===== config.mk =====
export PLATFORM = sky130hd
export DESIGN_NAME = traffic_intersection_ctrl
export DESIGN_NICKNAME = d
export VERILOG_FILES = /design/src/rtl/traffic_intersection_ctrl.sv
export SDC_FILE = /design/constraint.sdc
export NUM_CORES = 1
export LEC_CHECK = 0
export ABC_AREA = 1
export BUFFER_PORTS_ARGS = -buffer_cell sky130_fd_sc_hd__buf_2
export CAP_MARGIN = 30
export CORE_MARGIN = 2
export CORE_UTILIZATION = 60
export CTS_CLUSTER_SIZE = 20
export DETAILED_ROUTE_END_ITERATION = 8
export PLACE_DENSITY_LB_ADDON = 0.12
export SKIP_CTS_REPAIR_TIMING = 1
export SYNTH_ARGS = -nofsm -noshare
export SYNTH_HDL_FRONTEND = slang
export SYNTH_SLANG_ARGS = --single-unit

===== constraint.sdc =====
create_clock -name clk_10Hz -period 3.1 [get_ports clk_10Hz]
set_clock_uncertainty 0.05 [all_clocks]
set_input_delay 0.155 -clock clk_10Hz [delete_from_list [all_inputs] [get_ports clk_10Hz]]
set_output_delay 0.155 -clock clk_10Hz [all_outputs]
set_load 0.005 [all_outputs]

===== src/rtl/traffic_intersection_ctrl.sv =====
// Round-robin N-approach signal controller with pedestrian crossings, demand-driven
// early green termination and a whole-second countdown for the matrix display.
//
// state         | meaning
// S_IDLE        | disabled, all car yellows flash, pedestrian lamps dark
// S_ALL_RED     | clearance, every approach red
// S_RED_YELLOW  | active approach red+yellow
// S_GREEN       | active approach green, other crossings walk
// S_GREEN_BLINK | active green and walking crossings blink
// S_YELLOW      | active approach yellow
module traffic_intersection_ctrl #(
    parameter int N_PHASES      = 2,
    parameter int T_ALL_RED     = 10,
    parameter int T_RED_YELLOW  = 10,
    parameter int T_GREEN       = 150,
    parameter int T_GREEN_MIN   = 50,
    parameter int T_GREEN_BLINK = 40,
    parameter int T_YELLOW      = 30,
    parameter int BLINK_HALF    = 5
) (
    input  logic                clk_10Hz,
    input  logic                rst_n,
    input  logic                enable,
    input  logic [N_PHASES-1:0] ped_req,
    output logic [N_PHASES-1:0] car_red,
    output logic [N_PHASES-1:0] car_yellow,
    output logic [N_PHASES-1:0] car_green,
    output logic [N_PHASES-1:0] ped_red,
    output logic [N_PHASES-1:0] ped_green,
    output logic [N_PHASES-1:0] ped_pending,
    output logic [1:0]          active_phase,
    output logic [3:0]          countdown,
    output logic                countdown_valid
);
    typedef enum logic [2:0] {
        S_IDLE, S_ALL_RED, S_RED_YELLOW, S_GREEN, S_GREEN_BLINK, S_YELLOW
    } state_t;

    localparam int T_FULL  = T_GREEN + T_GREEN_BLINK + T_YELLOW;
    localparam int T_EARLY = T_GREEN_BLINK + T_YELLOW;

    if (N_PHASES < 2 || N_PHASES > 4 || T_FULL > 999 ||
        T_ALL_RED < 1 || T_ALL_RED > 255 || T_RED_YELLOW < 1 || T_RED_YELLOW > 255 ||
        T_GREEN < 1 || T_GREEN > 255 || T_GREEN_MIN < 1 || T_GREEN_MIN > 255 ||
        T_GREEN_BLINK < 1 || T_GREEN_BLINK > 255 || T_YELLOW < 1 || T_YELLOW > 255 ||
        BLINK_HALF < 1 || BLINK_HALF > 255) begin : g_bad_params
        $error("traffic_intersection_ctrl: parameter out of range");
    end

    state_t                state_q, state_d;
    logic [7:0]            cnt_q, cnt_d;
    logic [1:0]            phase_q, phase_d;
    logic [N_PHASES-1:0]   pend_q, pend_d;
    logic                  blink_q, blink_d;
    logic [7:0]            bcnt_q, bcnt_d;
    logic [7:0]            secs_q, secs_d;
    logic [3:0]            tenths_q, tenths_d;

    logic [7:0]            t_last;
    logic [N_PHASES-1:0]   act_mask;
    logic [N_PHASES-1:0]   set_vec;
    logic                  early;
    logic                  cd_state;

    function automatic logic [11:0] dec_bcd(input logic [7:0] s, input logic [3:0] t);
        if (t != 4'd0)      return {s, t - 4'd1};
        else if (s != 8'd0) return {s - 8'd1, 4'd9};
        else                return 12'd0;
    endfunction

    always_ff @(posedge clk_10Hz or negedge rst_n) begin
        if (!rst_n) begin
            state_q  <= S_IDLE;
            cnt_q    <= 8'd0;
            phase_q  <= 2'd0;
            pend_q   <= '0;
            blink_q  <= 1'b0;
            bcnt_q   <= 8'd0;
            secs_q   <= 8'd0;
            tenths_q <= 4'd0;
        end else begin
            state_q  <= state_d;
            cnt_q    <= cnt_d;
            phase_q  <= phase_d;
            pend_q   <= pend_d;
            blink_q  <= blink_d;
            bcnt_q   <= bcnt_d;
            secs_q   <= secs_d;
            tenths_q <= tenths_d;
        end
    end

    always_comb begin
        act_mask = '0;
        for (int i = 0; i < N_PHASES; i++) act_mask[i] = (phase_q == 2'(i));
    end

    always_comb begin
        case (state_q)
            S_ALL_RED:     t_last = 8'(T_ALL_RED - 1);
            S_RED_YELLOW:  t_last = 8'(T_RED_YELLOW - 1);
            S_GREEN:       t_last = 8'(T_GREEN - 1);
            S_GREEN_BLINK: t_last = 8'(T_GREEN_BLINK - 1);
            S_YELLOW:      t_last = 8'(T_YELLOW - 1);
            default:       t_last = 8'd0;
        endcase
    end

    // A request arriving on the decision tick itself may end green immediately.
    assign set_vec = pend_q | (ped_req & ped_red);
    assign early   = (state_q == S_GREEN) && |(set_vec & act_mask) &&
                     (cnt_q >= 8'(T_GREEN_MIN - 1));

    always_comb begin
        state_d = state_q;
        phase_d = phase_q;
        cnt_d   = cnt_q + 8'd1;
        pend_d  = set_vec;
        case (state_q)
            S_IDLE:        state_d = S_ALL_RED;
            S_ALL_RED:     if (cnt_q == t_last) state_d = S_RED_YELLOW;
            S_RED_YELLOW:  if (cnt_q == t_last) state_d = S_GREEN;
            S_GREEN:       if (cnt_q == t_last || early) state_d = S_GREEN_BLINK;
            S_GREEN_BLINK: if (cnt_q == t_last) state_d = S_YELLOW;
            S_YELLOW: begin
                if (cnt_q == t_last) begin
                    state_d = S_ALL_RED;
                    phase_d = (phase_q == 2'(N_PHASES - 1)) ? 2'd0 : phase_q + 2'd1;
                end
            end
            default:       state_d = S_IDLE;
        endcase
        if (state_d == S_GREEN && state_q != S_GREEN) pend_d = set_vec & act_mask;
        if (!enable) begin
            state_d = S_IDLE;
            phase_d = 2'd0;
            pend_d  = '0;
        end
        if (state_d != state_q || state_d == S_IDLE) cnt_d = 8'd0;
    end

    // Blink phase restarts dark on every entry into a blinking state.
    always_comb begin
        blink_d = 1'b0;
        bcnt_d  = 8'd0;
        if ((state_d == S_IDLE || state_d == S_GREEN_BLINK) && state_d == state_q) begin
            if (bcnt_q == 8'(BLINK_HALF - 1)) begin
                blink_d = ~blink_q;
            end else begin
                blink_d = blink_q;
                bcnt_d  = bcnt_q + 8'd1;
            end
        end
    end

    always_comb begin
        secs_d   = secs_q;
        tenths_d = tenths_q;
        if (state_q == S_RED_YELLOW && state_d == S_GREEN) begin
            secs_d   = 8'(T_FULL / 10);
            tenths_d = 4'(T_FULL % 10);
        end else if (state_q == S_GREEN && state_d == S_GREEN_BLINK) begin
            secs_d   = 8'(T_EARLY / 10);
            tenths_d = 4'(T_EARLY % 10);
        end
        if (state_d == S_GREEN || state_d == S_GREEN_BLINK || state_d == S_YELLOW)
            {secs_d, tenths_d} = dec_bcd(secs_d, tenths_d);
    end

    always_comb begin
        car_red    = '0;
        car_yellow = '0;
        car_green  = '0;
        ped_red    = '0;
        ped_green  = '0;
        if (state_q == S_IDLE) begin
            car_yellow = {N_PHASES{blink_q}};
        end else begin
            for (int i = 0; i < N_PHASES; i++) begin
                if (act_mask[i]) begin
                    ped_red[i] = 1'b1;
                    case (state_q)
                        S_ALL_RED:     car_red[i] = 1'b1;
                        S_RED_YELLOW: begin
                            car_red[i]    = 1'b1;
                            car_yellow[i] = 1'b1;
                        end
                        S_GREEN:       car_green[i] = 1'b1;
                        S_GREEN_BLINK: car_green[i] = blink_q;
                        default:       car_yellow[i] = 1'b1;
                    endcase
                end else begin
                    car_red[i] = 1'b1;
                    if (state_q == S_GREEN)            ped_green[i] = 1'b1;
                    else if (state_q == S_GREEN_BLINK) ped_green[i] = blink_q;
                    else                               ped_red[i]   = 1'b1;
                end
            end
        end
    end

    assign cd_state        = (state_q == S_GREEN) || (state_q == S_GREEN_BLINK) ||
                             (state_q == S_YELLOW);
    assign countdown_valid = cd_state && (secs_q < 8'd10);
    assign countdown       = countdown_valid ? secs_q[3:0] : 4'd0;
    assign ped_pending     = pend_q;
    assign active_phase    = phase_q;

endmodule


* Yosys cells after proc, flatten, opt, wreduce, memory -nomap -nowiden
Index checks and enable logic that the tools add are counted.
** Operators by class
- Eq/ne operators :: 18
- Order comparisons :: 2
- Mux-type cells :: 50
- $add $sub $neg :: 5
- Reductions and logical operators :: 23
- Bitwise gates (word level) :: 4
** Operators by type and width (number)
- two-way mux 8 bit :: 6
- case mux 8 bit (4 select lines) :: 1
- two-way mux 12 bit :: 2
- two-way mux 2 bit :: 11
- two-way mux 1 bit :: 18
- two-way mux 3 bit :: 6
- case mux 3 bit (6 select lines) :: 1
- adder 8 x 1 -> 8 bit, second input constant :: 2
- two-way mux 4 bit :: 4
- equality test 3 x 2 -> 1 bit, second input constant :: 4
- equality test 3 bit, second input constant :: 4
- equality test 8 x 3 -> 1 bit, second input constant :: 1
- equality test 8 bit :: 1
- >= comparator 8 x 6 -> 1 bit, second input constant :: 1
- < comparator 8 x 4 -> 1 bit, second input constant :: 1
- nonzero test 8 bit :: 1
- subtractor 8 x 1 -> 8 bit, second input constant :: 1
- logical AND 1 bit :: 7
- logical OR 1 bit :: 7
- zero test 3 bit :: 2
- != test 2 x 1 -> 1 bit, second input constant :: 3
- bitwise AND 2 bit :: 2
- nonzero test 4 bit :: 1
- OR reduction 2 bit :: 2
- other kinds (13) :: 13
** Storage, ports and cells
- Output and inout port bits :: 19
- Input port bits :: 5
- Register bits :: 36
- Word-level logic and storage cells :: 110

* Logic depth before layout (Yosys ltp)
Gate-level depths: netlist (run 1).
- Depth in word-level cells :: 23
- Depth in mapped cells :: 24
- Depth with buffers taken out :: 23

* Worst setup path before layout (run 1)
Ideal clock, no wire load.
- Path type :: flip-flop to flip-flop
- Start point :: register state_q[0]
- End point :: register tenths_q[0]
- Data required time :: 2919 ps
- Stages on the path, launching flop included :: 24
- Arrival :: 2497 ps
- Clock period less this slack :: 2679 ps
- Setup slack :: 421 ps
- Path buffers :: 2
- Setup time :: 131 ps
- Cell sequence :: dfrtp_1 buf_6 nor2_8 nand2_4 nand2_1 nand2_1 nand2_1 nand2_1 nand2_1 nand2_1 nand2_1 nand3_2 nand2_2 nand4_4 buf_6 nand2_1 ha_1 inv_1 nor2_1 nand2_1 nor2_1 nand2_1 nand2_2 o211ai_1
** Between the ends
- Longest elaborated chain between the ends :: 23
- Elaborated cells between the ends (all ways) :: 45
- Classes of those cells :: 1 x add/sub; 9 x eq/ne; 20 x mux; 3 x bitwise; 12 x reduce/logical
** Ends and longest elaborated chain
- from (decl) :: RTL line 50 : state_t state_q, state_d;
- from (signal assigned) :: RTL line 82 : state_q <= state_d;
- equality test 3 bit :: RTL line 195 : else if (state_q == S_GREEN_BLINK) ped_green[i] = blink_q;
- two-way mux 1 bit :: RTL line 195
- two-way mux 1 bit :: RTL line 194 : if (state_q == S_GREEN) ped_green[i] = 1'b1;
- two-way mux 1 bit :: RTL line 180 : if (act_mask[i]) begin
- two-way mux 2 bit (*) :: RTL line 176 : if (state_q == S_IDLE) begin
- net ped_red[1] :: RTL line 28 : output logic [N_PHASES-1:0] ped_red,
- bitwise AND 2 bit (*) :: RTL line 110 : assign set_vec = pend_q | (ped_req & ped_red);
- OR 2 bit (*) :: RTL line 110
- [2 not listed]
- logical AND 1 bit (*) (2 in a row) :: RTL line 111 : assign early = (state_q == S_GREEN) && |(set_vec & act_mask) &&
- logical OR 1 bit (*) :: RTL line 123 : S_GREEN: if (cnt_q == t_last || early) state_d = S_GREEN_BLINK;
- two-way mux 3 bit (*) :: RTL line 123
- case mux 3 bit (6 select lines) (*) :: RTL line 119 : case (state_q)
- two-way mux 3 bit (*) :: RTL line 134 : if (!enable) begin
- branches (longest 7 deep; another with subtractor 4 x 1 -> 4 bit)
- two-way mux 4 bit (*) :: RTL line 166 : if (state_d == S_GREEN || state_d == S_GREEN_BLINK || state_d == S_YELLOW)
- net tenths_d[0] :: RTL line 57 : logic [3:0] tenths_q, tenths_d;
- to (signal assigned) :: RTL line 89 : tenths_q <= tenths_d;
- to (decl) :: RTL line 57
Mark *: on every way through the listed nets, which the timed path passes.
A chain may end at the register's enable or synchronous reset.

* Worst setup path after layout (run 1)
- Start point :: register state_q[0]
- End point :: register tenths_q[0]
** Between the ends
- Longest elaborated chain between the ends :: 23
- Elaborated cells between the ends (all ways) :: 45
- Classes of those cells :: 1 x add/sub; 9 x eq/ne; 20 x mux; 3 x bitwise; 12 x reduce/logical
** Ends and longest elaborated chain (RTL line)
- branches (longest 22 deep; another with equality test 3 bit)
- two-way mux 4 bit (*) :: 166
- net tenths_d[0] :: 57
Marks and branches as above.

==> results of run 1 <==
## stage by stage
stage	setup TNS (ps)	cell area, um2	power [mW]	setup slack, ps	utilization [%]
CTS	0	2910	2.40	74.4	71.2
finish	0	2990	2.45	215	73.2
floorplan	0	2610	1.67	421	-
global placement	0	2780	1.91	150	68.1
detailed placement	0	2780	1.93	96.8	68.1
global route	-127	2990	2.65	-32.9	73.2
## state kept, by name, indices dropped and copies added, names as in the netlist
| name | flops |
|---|---|
| bcnt_q | 8 |
| cnt_q | 8 |
| secs_q | 8 |
| tenths_q | 4 |
| state_q | 3 |
| active_phase | 2 |
| ped_pending | 2 |
| blink_q | 1 |
## power by group through the flow
stage	Sequential [mW]	Combinational (mW)	Clock (mW)
after floorplan	0.618	1.05	0
after global placement	0.663	1.24	0
after detailed placement	0.669	1.27	0
after CTS	0.659	1.28	0.466
after global routing	0.655	1.50	0.490
final	0.644	1.35	0.455
## per-layer routing
metal	GRT usage [%]	up-vias
met5	0	-
met4	11.1	0
li1	-	1199
met3	4.33	17
met2	39.9	49
met1	31.2	1104
## area by class of cell
type	count	area, um2
Tap cell	50	62.6
Sequential cell	36	905
Timing Repair Buffer	35	221
Clock inverter	1	30.0
Clock buffer	7	96.3
Multi-Input combinational cell	263	1480
Inverter	51	194
Fill cell	338	1090
## cell usage after synthesis
| cell type | number |
|---|---|
| a21boi_2 | 1 |
| a21oi_1 | 9 |
| a31oi_1 | 1 |
| and3_1 | 1 |
| buf_2 | 1 |
| buf_4 | 2 |
| buf_6 | 3 |
| clkinv_1 | 1 |
| dfrtp_1 | 36 |
| ha_1 | 6 |
| inv_1 | 43 |
| inv_2 | 7 |
| nand2_1 | 86 |
| nand2_2 | 11 |
| nand2_4 | 3 |
| nand3_1 | 23 |
| nand3_2 | 5 |
| nand3_4 | 2 |
| nand4_1 | 2 |
| nand4_2 | 1 |
| nand4_4 | 1 |
| nor2_1 | 51 |
| nor2_2 | 7 |
| nor2_4 | 3 |
| nor2_8 | 1 |
| nor3_1 | 3 |
| nor3_2 | 4 |
| nor3b_1 | 1 |
| nor3b_2 | 2 |
| nor4_1 | 2 |
| o211ai_1 | 2 |
| o211ai_2 | 2 |
| o21ai_0 | 12 |
| o21ai_1 | 6 |
| o21bai_4 | 1 |
| o22ai_1 | 2 |
| or2_2 | 2 |
| xnor2_1 | 1 |
| xor2_1 | 9 |
## how the worst max path moves through the flow
stage                                  endpoint  slack, ps
after floorplan           tenths_q[0]$_DFF_PN0_        420
after global placement    tenths_q[0]$_DFF_PN0_        150
after detailed placement  tenths_q[0]$_DFF_PN0_        100
after CTS                 tenths_q[0]$_DFF_PN0_         70
after global routing        secs_q[5]$_DFF_PN0_        -30
final                     tenths_q[0]$_DFF_PN0_        220
## worst max-delay path, cell delays in order (launching register included)
cell and delay (ps):
dfrtp_2 420, buf_12 140, nor2_8 150, nand3_1 90, nand2_1 120, clkinv_1 80, nor2_1 110, nand2_1 70
nor2_2 120, nor2_1 80, nor2_2 120, nand2_2 90, nand4_4 110, inv_2 80, nor2_2 120, ha_1 150
inv_1 70, nor2_2 150, nand2_2 110, nor2_2 100, nand2_1 70, nand2_2 100, o211ai_1 90
## cell families (layout without fill, tap and decap cells)
family,after synthesis,in the layout,synth area share [%]
flops,36,36,34.5
buf+inv,57,94,9.39
fa+ha+maj,6,6,2.87
compound gates,36,36,8.57
simple gates,211,211,41.3
xor+xnor,10,10,3.35
==> impl_metrics.tcl, run 1 <==
set metrics [dict create \
    synth_top_area_share_pct 34.5 \
    drt-pass1-iter-count 4 \
    synth_area_leaders "dfrtp_1, nand2_1, nor2_1" \
    power_frac_clock_pct 18.6 \
    slew_violations 0 \
    rows 23 \
    route.vias.total 2369 \
    clock_path_buffers 2 \
    final_common_cell "nand2_1" \
    outcome "completed" \
    grt_use_total_pct 24.3 \
    pwr-share-seq_pct 26.3 \
    drtIter0Drc 192 \
    io_buffers 23 \
    yosysTopAreaCell "dfrtp_1" \
    wl_met1_mm 2.60 \
    layout_common_cells "nand2_1, nor2_1, inv_1, dfrtp_1" \
    hold_viol 0 \
    drc 0 \
    intPower_mw 1.34 \
    holdWs_ps 144 \
    nets 403 \
    met2_length_mm 2.61 \
    die_h_um 70.0 \
    routed-wl-met3_um 191 \
    endpoint_kind "flop" \
    final_antenna_net_count 0 \
    synth-seq-cells 36 \
    comb_power_share_pct 55.1 \
    r2r_start "state_q[0]$_DFF_PN0_" \
    cts_tree "built" \
    gp_congestion 0.888 \
    vias_per_cell 5.35 \
    clk_latency_ps 290 \
    max_freq_mhz 347 \
    grt_antenna_before_repair 0 \
    yosysUniqueCellTypes 39 \
    powerDensity_mw_per_mm2 818 \
    cp.required_ps 3230 \
    netlist_area_mm2 0.00261 \
    max_cap_viol_count 0 \
    vdd_ir_drop_max_v 0.000513 \
    htreeDepth 2 \
    hold_start "enable" \
    io_pins 24 \
    layout-drive-gt1-share_pct 26.0 \
    min_path_type "in2reg" \
    fp.dieW_um 70.0 \
    initial_core_util_pct 63.9 \
    synth_nets 367 \
    worst_pin_slew_ps 806 \
    cp-startpoint "state_q[0]$_DFF_PN0_" \
    switchingPower_mw 1.10 \
    setup_viol 0 \
    yosys_warnings 0 \
    leakagePower_nw 1.57 \
    grt_max_degree 37 \
    cp-start-kind "flop" \
    reg2reg_to "tenths_q[0]$_DFF_PN0_" \
    n_antenna_cell 0 \
    routed_wl_mm 5.56 \
    path_clk_slew_ps 70 \
    layout.cells.non_filler 443 \
    rr_worst_depth 22 \
    post_drt_wl_per_cell_um 12.6 \
    crit_arrival_ps 3010 \
    relSlewSlack_pct 46.3 \
    synth_seq_area_share_pct 34.5 \
    r2r_setup_slack_ps 220 \
    syn_area_per_cell_um2 7.34 \
    netSwitchingFraction_pct 45.1 \
    clockRootBuffer "clkbuf_8" \
    grt_pass1_vias 2208 \
    path_class "reg2reg" \
    whs_path_depth 3 \
    areaGrowthSynthToFinish_pct 14.5 \
    cts_made_buffers 5 \
    dp_hpwl_mm 4.04 \
    timing.final.crit_share_pct 93.1 \
    grt_overflow 0 \
    layout_min_cycle_time_ps 2880 \
    die-area_mm2 0.00490 \
    path_max_fanout 6 \
    design.core.area_mm2 0.00409 \
    syn_inst 356 \
    top_layer "met4" \
    hold_end "ped_pending[0]$_DFF_PN0_" \
    dp_cells 429 \
    clock_sinks 36 \
    grt_pass1_wl_mm 9.60 \
]
(Power assumes the default switching activity.)
==> run 2: changes to the inputs <==
==> constraint.sdc (replaced) <==
create_clock -name clk_10Hz -period 3.1 [get_ports clk_10Hz]
set_clock_uncertainty 0.05 [all_clocks]
set_input_delay 0.62 -clock clk_10Hz [delete_from_list [all_inputs] [get_ports clk_10Hz]]
set_output_delay 0.62 -clock clk_10Hz [all_outputs]
set_load 0.005 [all_outputs]
==> run 2 against run 1 <==
Net effect:
- sequential share of layout area is 0.10 points higher
- clock-buffer cell count stayed put
- core utilization is 0.24 points lower
- combinational power hardly changed
- non-clock buffer count is 1 lower
- fmax is 0.31% higher
- final cell count is 0.23% lower
- routed wire length is 0.13% higher
- setup slack better by 8.8 ps
- global-route usage stayed put
- clock power hardly changed
==> impl_metrics.tcl, run 2 (synthesis results as in run 1) <==
set metrics [dict create \
    initial_core_util_pct 63.9 \
    layout_min_cycle_time_ps 2880 \
    grt_pass1_vias 2208 \
    gp_congestion 0.888 \
    crit_arrival_ps 3000 \
    drtIter0Drc 144 \
    powerDensity_mw_per_mm2 820 \
    max_cap_viol_count 0 \
    outcome "completed" \
    r2r_setup_slack_ps 220 \
    reg2reg_to "tenths_q[0]$_DFF_PN0_" \
    fp.dieW_um 70.0 \
    p_total_mw 2.44 \
    clk_latency_ps 290 \
    leakagePower_nw 1.56 \
    endpoint_kind "flop" \
    grt_pass1_wl_mm 9.60 \
    layout-drive-gt1-share_pct 26.0 \
    clockRootBuffer "clkbuf_8" \
    cp_slowest_cell "dfrtp_2" \
    setup_viol 0 \
    path_delay_family "simple AND/OR/NAND/NOR gates" \
    worst_pin_slew_ps 802 \
    utilization_pct 73.0 \
    path_class "reg2reg" \
    finalSetupTns_ps 0 \
    path_clk_slew_ps 70 \
    drt-pass1-iter-count 4 \
    grt_max_degree 37 \
    relSlewSlack_pct 46.5 \
    largest_registers "bcnt_q: 8 flops, cnt_q: 8 flops, secs_q: 8 flops" \
    cts_made_buffers 5 \
    drc 0 \
    slew_violations 0 \
    die-area_mm2 0.00490 \
    cp.required_ps 3230 \
    final_common_cell "nand2_1" \
    nets 402 \
    dp_hpwl_mm 4.04 \
    cts_tree "built" \
    final_antenna_net_count 0 \
    post_drt_wl_per_cell_um 12.6 \
    route.vias.total 2369 \
    clock_sinks 36 \
    max_freq_mhz 348 \
    die_h_um 70.0 \
    min_path_type "in2async" \
    fill_cells 340 \
    r2r_start "state_q[0]$_DFF_PN0_" \
    cp-start-kind "flop" \
    holdWs_ps 363 \
    grt_antenna_before_repair 0 \
    rr_worst_depth 22 \
    n_antenna_cell 0 \
    layout_common_cells "nand2_1, nor2_1, inv_1, dfrtp_1" \
    rows 23 \
    clock_path_buffers 2 \
    routed_wl_mm 5.57 \
    grt_use_total_pct 24.3 \
    crit_buf_inv 4 \
    path_max_fanout 6 \
    design.core.area_mm2 0.00409 \
    areaGrowthSynthToFinish_pct 14.1 \
    timing.final.crit_share_pct 92.8 \
    max_stage_delay_ps 420 \
    hold_viol 0 \
    io_pins 24 \
    htreeDepth 2 \
    vias_per_cell 5.36 \
    vdd_ir_drop_max_v 0.000513 \
    path_cells "buf_12 -> nor2_8 -> nand3_1 -> nand2_1 -> clkinv_1 -> nor2_1 -> nand2_1 -> nor2_2 -> nor2_1 -> nor2_2 -> nand2_2 -> nand4_4 -> inv_2 -> nor2_2 -> ha_1 -> inv_1 -> nor2_2 -> nand2_2 -> nor2_2 -> nand2_1 -> nand2_2 -> o211ai_1" \
    io_buffers 23 \
    grt_overflow 0 \
    worst_path_most_repeated_cell "nor2_2" \
]
==> run 2: power by group <==
part	switching, mW	internal (mW)
Sequential	0.0782	0.566
Clock	0.171	0.284
Combinational	0.854	0.491
Total	1.10	1.34
==> run 2: layout make-up <==
class	count	area, um2	share of cell area (%)
multi-input combinational	263	1480	49.7
tap	50	62.6	2.10
inverter	51	194	6.50
timing repair buffer	34	211	7.09
clock inverter	1	30.0	1.01
sequential	36	905	30.3
clock buffer	7	96.3	3.23
==> run 2: worst max path at each step <==
stage                                 end  cells past startpoint            startpoint  slack [ps]
finish              tenths_q[0]$_DFF_PN0_                     22  state_q[0]$_DFF_PN0_         220
CTS                 tenths_q[0]$_DFF_PN0_                     20  state_q[1]$_DFF_PN0_          70
global placement    tenths_q[0]$_DFF_PN0_                     20  state_q[0]$_DFF_PN0_         150
floorplan           tenths_q[0]$_DFF_PN0_                     23  state_q[0]$_DFF_PN0_         420
detailed placement  tenths_q[0]$_DFF_PN0_                     20  state_q[1]$_DFF_PN0_         100
global route          secs_q[5]$_DFF_PN0_                     22  state_q[0]$_DFF_PN0_         -30
==> run 2: stage by stage <==
stage,setup slack [ps],cell area (um2),cells
after global routing,-32.9,2980,442
after global placement,150,2780,429
after CTS,74.4,2910,437
after detailed placement,96.8,2780,429
final,224,2980,442
after floorplan,421,2610,356
==> run 2: per-layer routing <==
layer  up-vias  share of wire, %  track usage, %
met2        44                47            39.9
li1       1196                 -               -
met4         0               2.8            11.1
met1      1112                46            31.2
met5         -                 0               0
met3        17               3.3            4.33
==> run 2: worst register-to-register path: cells and delay by family, from the launching register on <==
family | cells | cell delay (ps)
buf+inv | 4 | 370
flops | 1 | 420
simple gates | 16 | 1700
compound gates | 1 | 90
fa+ha+maj | 1 | 150
